===== src/rtl/affinex_point_fifo_if.sv =====
// rtl/affinex_point_fifo_if.sv - bus-write, engine-pop and status bundle for the affine point FIFO
interface affinex_point_fifo_if #(
    parameter int WIDTH = 16,
    parameter int DEPTH = 4
);
    localparam int CW = $clog2(DEPTH) + 1;

    logic             wr_x;
    logic             wr_y;
    logic [WIDTH-1:0] wr_data;
    logic             flush;
    logic             clr_err;
    logic             pt_valid;
    logic             pt_ready;
    logic [WIDTH-1:0] pt_x;
    logic [WIDTH-1:0] pt_y;
    logic [CW-1:0]    count;
    logic             full;
    logic             empty;
    logic             x_pending;
    logic             overflow;
    logic             pair_err;
    logic             irq;

    modport master (
        output wr_x, wr_y, wr_data, flush, clr_err, pt_ready,
        input  pt_valid, pt_x, pt_y, count, full, empty, x_pending, overflow, pair_err, irq
    );

    modport slave (
        input  wr_x, wr_y, wr_data, flush, clr_err, pt_ready,
        output pt_valid, pt_x, pt_y, count, full, empty, x_pending, overflow, pair_err, irq
    );
endinterface


===== src/rtl/affinex_point_fifo.sv =====
// rtl/affinex_point_fifo.sv - paired X/Y point queue feeding the affine engine (optional AFFINEX_FIFO_IRQ_EN)
module affinex_point_fifo #(
    parameter int WIDTH     = 16,
    parameter int DEPTH     = 4,
    parameter int IRQ_LEVEL = 2
) (
    input  logic                clk,
    input  logic                rst_n,
    affinex_point_fifo_if.slave fifo
);
    localparam int PW = $clog2(DEPTH);
    localparam int CW = PW + 1;

    if (DEPTH < 2 || (DEPTH & (DEPTH - 1)) != 0 || IRQ_LEVEL > DEPTH) begin : g_bad_cfg
        $error("affinex_point_fifo: bad DEPTH/IRQ_LEVEL");
    end

    logic [WIDTH-1:0] mem_x_q [DEPTH];
    logic [WIDTH-1:0] mem_y_q [DEPTH];
    logic [PW-1:0]    wr_ptr_q, wr_ptr_d;
    logic [PW-1:0]    rd_ptr_q, rd_ptr_d;
    logic [CW-1:0]    count_q, count_d;
    logic [WIDTH-1:0] x_hold_q, x_hold_d;
    logic             x_pending_q, x_pending_d;
    logic             overflow_q, overflow_d;
    logic             pair_err_q, pair_err_d;

    logic full, empty, pop, y_ok, push, wr_en, ovf_set, pair_set;

    always_comb begin
        full     = (count_q == CW'(DEPTH));
        empty    = (count_q == '0);
        pop      = !empty && fifo.pt_ready;
        // wr_y is judged against the X held before this edge, even if wr_x fires too
        y_ok     = fifo.wr_y && x_pending_q;
        push     = y_ok && (!full || pop);
        ovf_set  = y_ok && full && !pop;
        pair_set = fifo.wr_y && !x_pending_q;
    end

    always_comb begin
        wr_ptr_d    = wr_ptr_q;
        rd_ptr_d    = rd_ptr_q;
        count_d     = count_q;
        wr_en       = 1'b0;
        x_hold_d    = x_hold_q;
        x_pending_d = x_pending_q;

        if (fifo.wr_x) begin
            x_hold_d = fifo.wr_data;
        end

        if (fifo.flush) begin
            wr_ptr_d    = '0;
            rd_ptr_d    = '0;
            count_d     = '0;
            x_pending_d = 1'b0;
        end else begin
            wr_en = push;
            if (push) begin
                wr_ptr_d = wr_ptr_q + 1'b1;
            end
            if (pop) begin
                rd_ptr_d = rd_ptr_q + 1'b1;
            end
            count_d = count_q + CW'(push) - CW'(pop);
            if (fifo.wr_x) begin
                x_pending_d = 1'b1;
            end else if (push) begin
                x_pending_d = 1'b0;
            end
        end

        // a fresh error in the clearing cycle must survive the clear
        overflow_d = ovf_set || (overflow_q && !fifo.clr_err);
        pair_err_d = pair_set || (pair_err_q && !fifo.clr_err);
    end

    always_ff @(posedge clk or negedge rst_n) begin
        if (!rst_n) begin
            wr_ptr_q    <= '0;
            rd_ptr_q    <= '0;
            count_q     <= '0;
            x_hold_q    <= '0;
            x_pending_q <= 1'b0;
            overflow_q  <= 1'b0;
            pair_err_q  <= 1'b0;
        end else begin
            wr_ptr_q    <= wr_ptr_d;
            rd_ptr_q    <= rd_ptr_d;
            count_q     <= count_d;
            x_hold_q    <= x_hold_d;
            x_pending_q <= x_pending_d;
            overflow_q  <= overflow_d;
            pair_err_q  <= pair_err_d;
        end
    end

    always_ff @(posedge clk or negedge rst_n) begin
        if (!rst_n) begin
            for (int i = 0; i < DEPTH; i++) begin
                mem_x_q[i] <= '0;
                mem_y_q[i] <= '0;
            end
        end else if (wr_en) begin
            mem_x_q[wr_ptr_q] <= x_hold_q;
            mem_y_q[wr_ptr_q] <= fifo.wr_data;
        end
    end

`ifdef AFFINEX_FIFO_IRQ_EN
    logic irq_q, irq_d;

    always_comb begin
        irq_d = (count_d >= CW'(IRQ_LEVEL)) || overflow_d;
    end

    always_ff @(posedge clk or negedge rst_n) begin
        if (!rst_n) begin
            irq_q <= 1'b0;
        end else begin
            irq_q <= irq_d;
        end
    end

    assign fifo.irq = irq_q;
`else
    assign fifo.irq = 1'b0;
`endif

    assign fifo.pt_valid  = !empty;
    assign fifo.pt_x      = mem_x_q[rd_ptr_q];
    assign fifo.pt_y      = mem_y_q[rd_ptr_q];
    assign fifo.count     = count_q;
    assign fifo.full      = full;
    assign fifo.empty     = empty;
    assign fifo.x_pending = x_pending_q;
    assign fifo.overflow  = overflow_q;
    assign fifo.pair_err  = pair_err_q;
endmodule


===== src/flat_wrapper.sv =====
// flat-port wrapper written by rule: the top's interface ports become plain ports
module affinex_point_fifo_flat 
#(
    parameter int WIDTH     = 16,
    parameter int DEPTH     = 4,
    parameter int IRQ_LEVEL = 2
)
  (clk, rst_n, fifo_wr_x, fifo_wr_y, fifo_wr_data, fifo_flush, fifo_clr_err, fifo_pt_ready, fifo_pt_valid, fifo_pt_x, fifo_pt_y, fifo_count, fifo_full, fifo_empty, fifo_x_pending, fifo_overflow, fifo_pair_err, fifo_irq);
  affinex_point_fifo_if #(.WIDTH(WIDTH), .DEPTH(DEPTH)) fifo_i ();
  input  logic clk;
  input  logic rst_n;
  input wire logic [$bits(fifo_i.wr_x)-1:0] fifo_wr_x;
  input wire logic [$bits(fifo_i.wr_y)-1:0] fifo_wr_y;
  input wire logic [$bits(fifo_i.wr_data)-1:0] fifo_wr_data;
  input wire logic [$bits(fifo_i.flush)-1:0] fifo_flush;
  input wire logic [$bits(fifo_i.clr_err)-1:0] fifo_clr_err;
  input wire logic [$bits(fifo_i.pt_ready)-1:0] fifo_pt_ready;
  output wire logic [$bits(fifo_i.pt_valid)-1:0] fifo_pt_valid;
  output wire logic [$bits(fifo_i.pt_x)-1:0] fifo_pt_x;
  output wire logic [$bits(fifo_i.pt_y)-1:0] fifo_pt_y;
  output wire logic [$bits(fifo_i.count)-1:0] fifo_count;
  output wire logic [$bits(fifo_i.full)-1:0] fifo_full;
  output wire logic [$bits(fifo_i.empty)-1:0] fifo_empty;
  output wire logic [$bits(fifo_i.x_pending)-1:0] fifo_x_pending;
  output wire logic [$bits(fifo_i.overflow)-1:0] fifo_overflow;
  output wire logic [$bits(fifo_i.pair_err)-1:0] fifo_pair_err;
  output wire logic [$bits(fifo_i.irq)-1:0] fifo_irq;
  assign fifo_i.wr_x = fifo_wr_x;
  assign fifo_i.wr_y = fifo_wr_y;
  assign fifo_i.wr_data = fifo_wr_data;
  assign fifo_i.flush = fifo_flush;
  assign fifo_i.clr_err = fifo_clr_err;
  assign fifo_i.pt_ready = fifo_pt_ready;
  assign fifo_pt_valid = fifo_i.pt_valid;
  assign fifo_pt_x = fifo_i.pt_x;
  assign fifo_pt_y = fifo_i.pt_y;
  assign fifo_count = fifo_i.count;
  assign fifo_full = fifo_i.full;
  assign fifo_empty = fifo_i.empty;
  assign fifo_x_pending = fifo_i.x_pending;
  assign fifo_overflow = fifo_i.overflow;
  assign fifo_pair_err = fifo_i.pair_err;
  assign fifo_irq = fifo_i.irq;
  affinex_point_fifo #(.WIDTH(WIDTH), .DEPTH(DEPTH), .IRQ_LEVEL(IRQ_LEVEL)) u_core (.clk(clk), .rst_n(rst_n), .fifo(fifo_i));
endmodule

===== config.mk =====
export PLATFORM = sky130hd
export DESIGN_NAME = affinex_point_fifo_flat
export DESIGN_NICKNAME = d
export VERILOG_FILES = /design/src/rtl/affinex_point_fifo_if.sv /design/src/rtl/affinex_point_fifo.sv /design/src/flat_wrapper.sv
export SDC_FILE = /design/constraint.sdc
export NUM_CORES = 1
export LEC_CHECK = 0
export CAP_MARGIN = 15
export CORE_MARGIN = 1.5
export CORE_UTILIZATION = 47
export DETAILED_ROUTE_END_ITERATION = 8
export PLACE_DENSITY_LB_ADDON = 0.05
export SETUP_SLACK_MARGIN = 0.2
export SKIP_LAST_GASP = 1
export SLEW_MARGIN = 20
export SYNTH_ARGS = -nofsm -noshare
export SYNTH_HDL_FRONTEND = slang
export SYNTH_SLANG_ARGS = --single-unit

===== constraint.sdc =====
create_clock -name clk -period 2.28 [get_ports clk]
set_input_delay 0.456 -clock clk [delete_from_list [all_inputs] [get_ports clk]]
set_output_delay 0.456 -clock clk [all_outputs]
set_load 0.05 [all_outputs]

==> impl_metrics.json <==
{
  "areaGrowthSynthToFinish_pct": 30.14,
  "final-seq-area_um2": 3860,
  "drive_above_1_share_pct": 57.65,
  "async_flop_share_pct": 100.0,
  "slew_headroom_pct": 65.14,
  "place_area_um2": 8620,
  "drv_cap": 0,
  "skew_ns": 0.005226,
  "netlist_instances": 403,
  "tritoncts": "done",
  "setup_ws_ns": 0.002968,
  "io_buffer_count": 63,
  "drt.antenna.violating_nets": 0,
  "vdd_drop_max_v": 0.0006474,
  "wirelength_um": 14520,
  "crit_path_max_incr_delay_ns": 0.55,
  "worst_path_most_repeated_cell": "buf_12",
  "min_path_type": "register to register",
  "fmax_mhz": 439.2,
  "die_width_um": 127.3,
  "synth_area_leaders": "dfrtp_1, mux2_4, mux4_2, mux2_2, buf_6",
  "ios": 65,
  "finalMaxSlewViolations": 0,
  "grt_max_degree": 56,
  "nets": 526,
  "clockBufferDepth": 2,
  "p_leak_nw": 4.229,
  "route.vias.total": 3765,
  "tightest_slew_ns": 0.5229,
  "synth_cell_types": 29,
  "fillers": 1097,
  "root_buffer": "clkbuf_16",
  "preCtsSetupSlack_ns": -0.07518,
  "rsz0062_at_grt": "yes",
  "cp.required_ns": 1.82,
  "path_clk_slew_ns": 0.06,
  "cp-start-kind": "register",
  "finalHoldViolCount": 0,
  "cts_buffers": 17,
  "crit_path_end_kind": "output pin",
  "htree_levels": 4,
  "ys.flop_type": "dfrtp_1",
  "synth-seq-cells": 154,
  "post-dp-hpwl_um": 8853,
  "min_period_over_period_pct": 99.87,
  "synth_largest_area_cell": "dfrtp_1",
  "synth.net_count": 432,
  "rows": 45,
  "worstSetupPathType": "register to output pin",
  "synth_top_cell_area_share_pct": 53.11,
  "core_area_um2": 15150,
  "ys_seq_area_share_pct": 53.11,
  "syn_avg_cell_area_um2": 18.00,
  "grt_pass1_wl_um": 23870,
  "status": "finished clean",
  "drtPass1Iterations": 6,
  "track_usage_pct": 19.47,
  "final_util_pct": 62.35,
  "design_area_um2": 9443,
  "p_per_area_nw_per_um2": 1255,
  "start_util_pct": 47.91,
  "whs_path_depth": 1,
  "antenna_cells": 0,
  "min_period_ns": 2.277,
  "vias_per_cell": 5.394,
  "drcViolationCount": 0,
  "multi_input_area_um2": 3187,
  "yosys_warnings": 0,
  "drt-wirelength-per-cell_um": 20.80,
  "crit_buf_inv": 3,
  "cp_slowest_cell": "mux4_2",
  "arrival_ns": 1.82,
  "reg2regPathDepth": 6,
  "cp_max_fo": 6,
  "placed_cells": 657,
  "grt_pass1_vias": 4245,
  "whs_ns": 0.5009,
  "overflow": 0,
  "instances_no_fill": 698,
  "gp_congestion": 0.7062,
  "cts.sink_count": 154,
  "synth_edf_count": 0,
  "netlist_area_um2": 7256,
  "fin_setup_tns_ns": 0,
  "crit_family": "multiplexers",
  "setup_viol_count_final": 0,
  "die-area_um2": 16190,
  "crit_cells": 4,
  "die_y_um": 127.3,
  "p_total_mw": 11.85,
  "drt_iter0_markers": 178,
  "crit_chain": "buf_12 > clkbuf_16 > mux4_2 > buf_12",
  "clk_latency_ns": 0.42,
  "antenna_found_initial": 0
}
-- cell type report --
class	instances	share of cell area [%]
inverter	8	0.3578
multi-input combinational	216	33.75
clock buffer	21	4.982
sequential	154	40.88
tap	188	2.491
clock inverter	11	2.279
timing repair buffer	100	15.26
-- worst register-to-register path, cell delays in order (launching register included) --
cell	delay (ns)
dfrtp_2	0.42
buf_4	0.16
nor4b_4	0.13
buf_12	0.15
nor4b_4	0.37
buf_12	0.27
mux2_2	0.37
-- flip-flops by register name (all words and copies together), names as in the netlist --
name	flops
u_core.fifo.count	3
u_core.fifo.overflow	1
u_core.fifo.pair_err	1
u_core.fifo.x_pending	1
u_core.mem_x_q	64
u_core.mem_y_q	64
u_core.rd_ptr_q	2
u_core.wr_ptr_q	2
u_core.x_hold_q	16
-- layer usage --
metal  GRT usage [%]  up-vias  wire length (um)
met5               0        -                 0
met4           6.016        0               142
met3           4.564       11               369
met1           27.66     2038              7039
met2           30.02       55              6969
li1                -     1661                 -
-- cells in the mapped netlist, types with 3 or more instances --
| cell | instances |
|---|---|
| dfrtp_1 | 154 |
| mux2_4 | 120 |
| mux4_2 | 32 |
| mux2_2 | 24 |
| buf_6 | 13 |
| inv_1 | 8 |
| clkbuf_1 | 7 |
| nor2_1 | 6 |
| ha_1 | 5 |
| nor4b_4 | 5 |
| buf_2 | 3 |
| o21ai_0 | 3 |
| xor2_1 | 3 |
-- power breakdown --
group,switching [mW],leakage [nW],internal (mW)
logic,2.47,1.89,2.68
registers,0.287,2.02,3.17
clock network,1.10,0.322,2.14
total,3.86,4.23,7.99
-- worst paths after layout --
| check | from | to | slack (ns) |
|---|---|---|---|
| setup / recovery | u_core.rd_ptr_q[0] | fifo_pt_x[11] | 0.003 |
| hold / removal | u_core.mem_y_q[15] | u_core.mem_y_q[15] | 0.50 |
| setup reg to reg | u_core.fifo.count[2] | u_core.mem_y_q[32] | 0.30 |
| hold reg to reg | u_core.mem_y_q[15] | u_core.mem_y_q[15] | 0.50 |
| max in group asynchronous | rst_n | u_core.mem_x_q[4] | 1.00 |
| min in group asynchronous | rst_n | u_core.mem_x_q[49] | 0.55 |
-- placed cells by master, fill, tap and decap left out, types with 2 or more instances in the layout --
master | netlist | final
dfrtp_1 | 154 | 149
dfrtp_2 | 0 | 5
mux2_2 | 24 | 24
mux4_2 | 32 | 32
mux2_4 | 120 | 120
ha_1 | 5 | 4
o21ai_0 | 3 | 3
clkbuf_16 | 0 | 19
buf_12 | 0 | 46
clkinvlp_4 | 0 | 5
mux2i_1 | 2 | 2
clkbuf_8 | 0 | 3
nor4b_4 | 5 | 5
nand2b_1 | 2 | 2
buf_4 | 1 | 20
clkdlybuf4s50_1 | 0 | 22
a21oi_1 | 2 | 2
buf_6 | 13 | 3
nor2_1 | 6 | 5
dlygate4sd2_1 | 0 | 5
xor2_1 | 3 | 3
inv_1 | 8 | 7
bufinv_16 | 0 | 6
-- cells by family (layout without fill, tap and decap cells) --
group                      count (synthesis)  after routing  synth area share, %
buffers and inverters                     33            140                3.156
other                                      1              1              0.05168
AOI/OAI and AO/OA                          8              8               0.6553
xor gates and xnor gates                   4              4               0.4829
DFF                                      154            154                53.11
muxes                                    178            178                38.77
adders and majority gates                  6              6                1.138
and+or+nand+nor                           19             19                2.638
-- repair_timing --
item                                   4_1_cts  5_1_grt
hold buffers                                 1        0
gates resized for setup                      5        6
buffers inserted                             4        1
setup endpoints to repair                   39       35
endpoints found under the hold margin        9        0
cloned                                       0        3
Power figures use the tool's default switching activity.
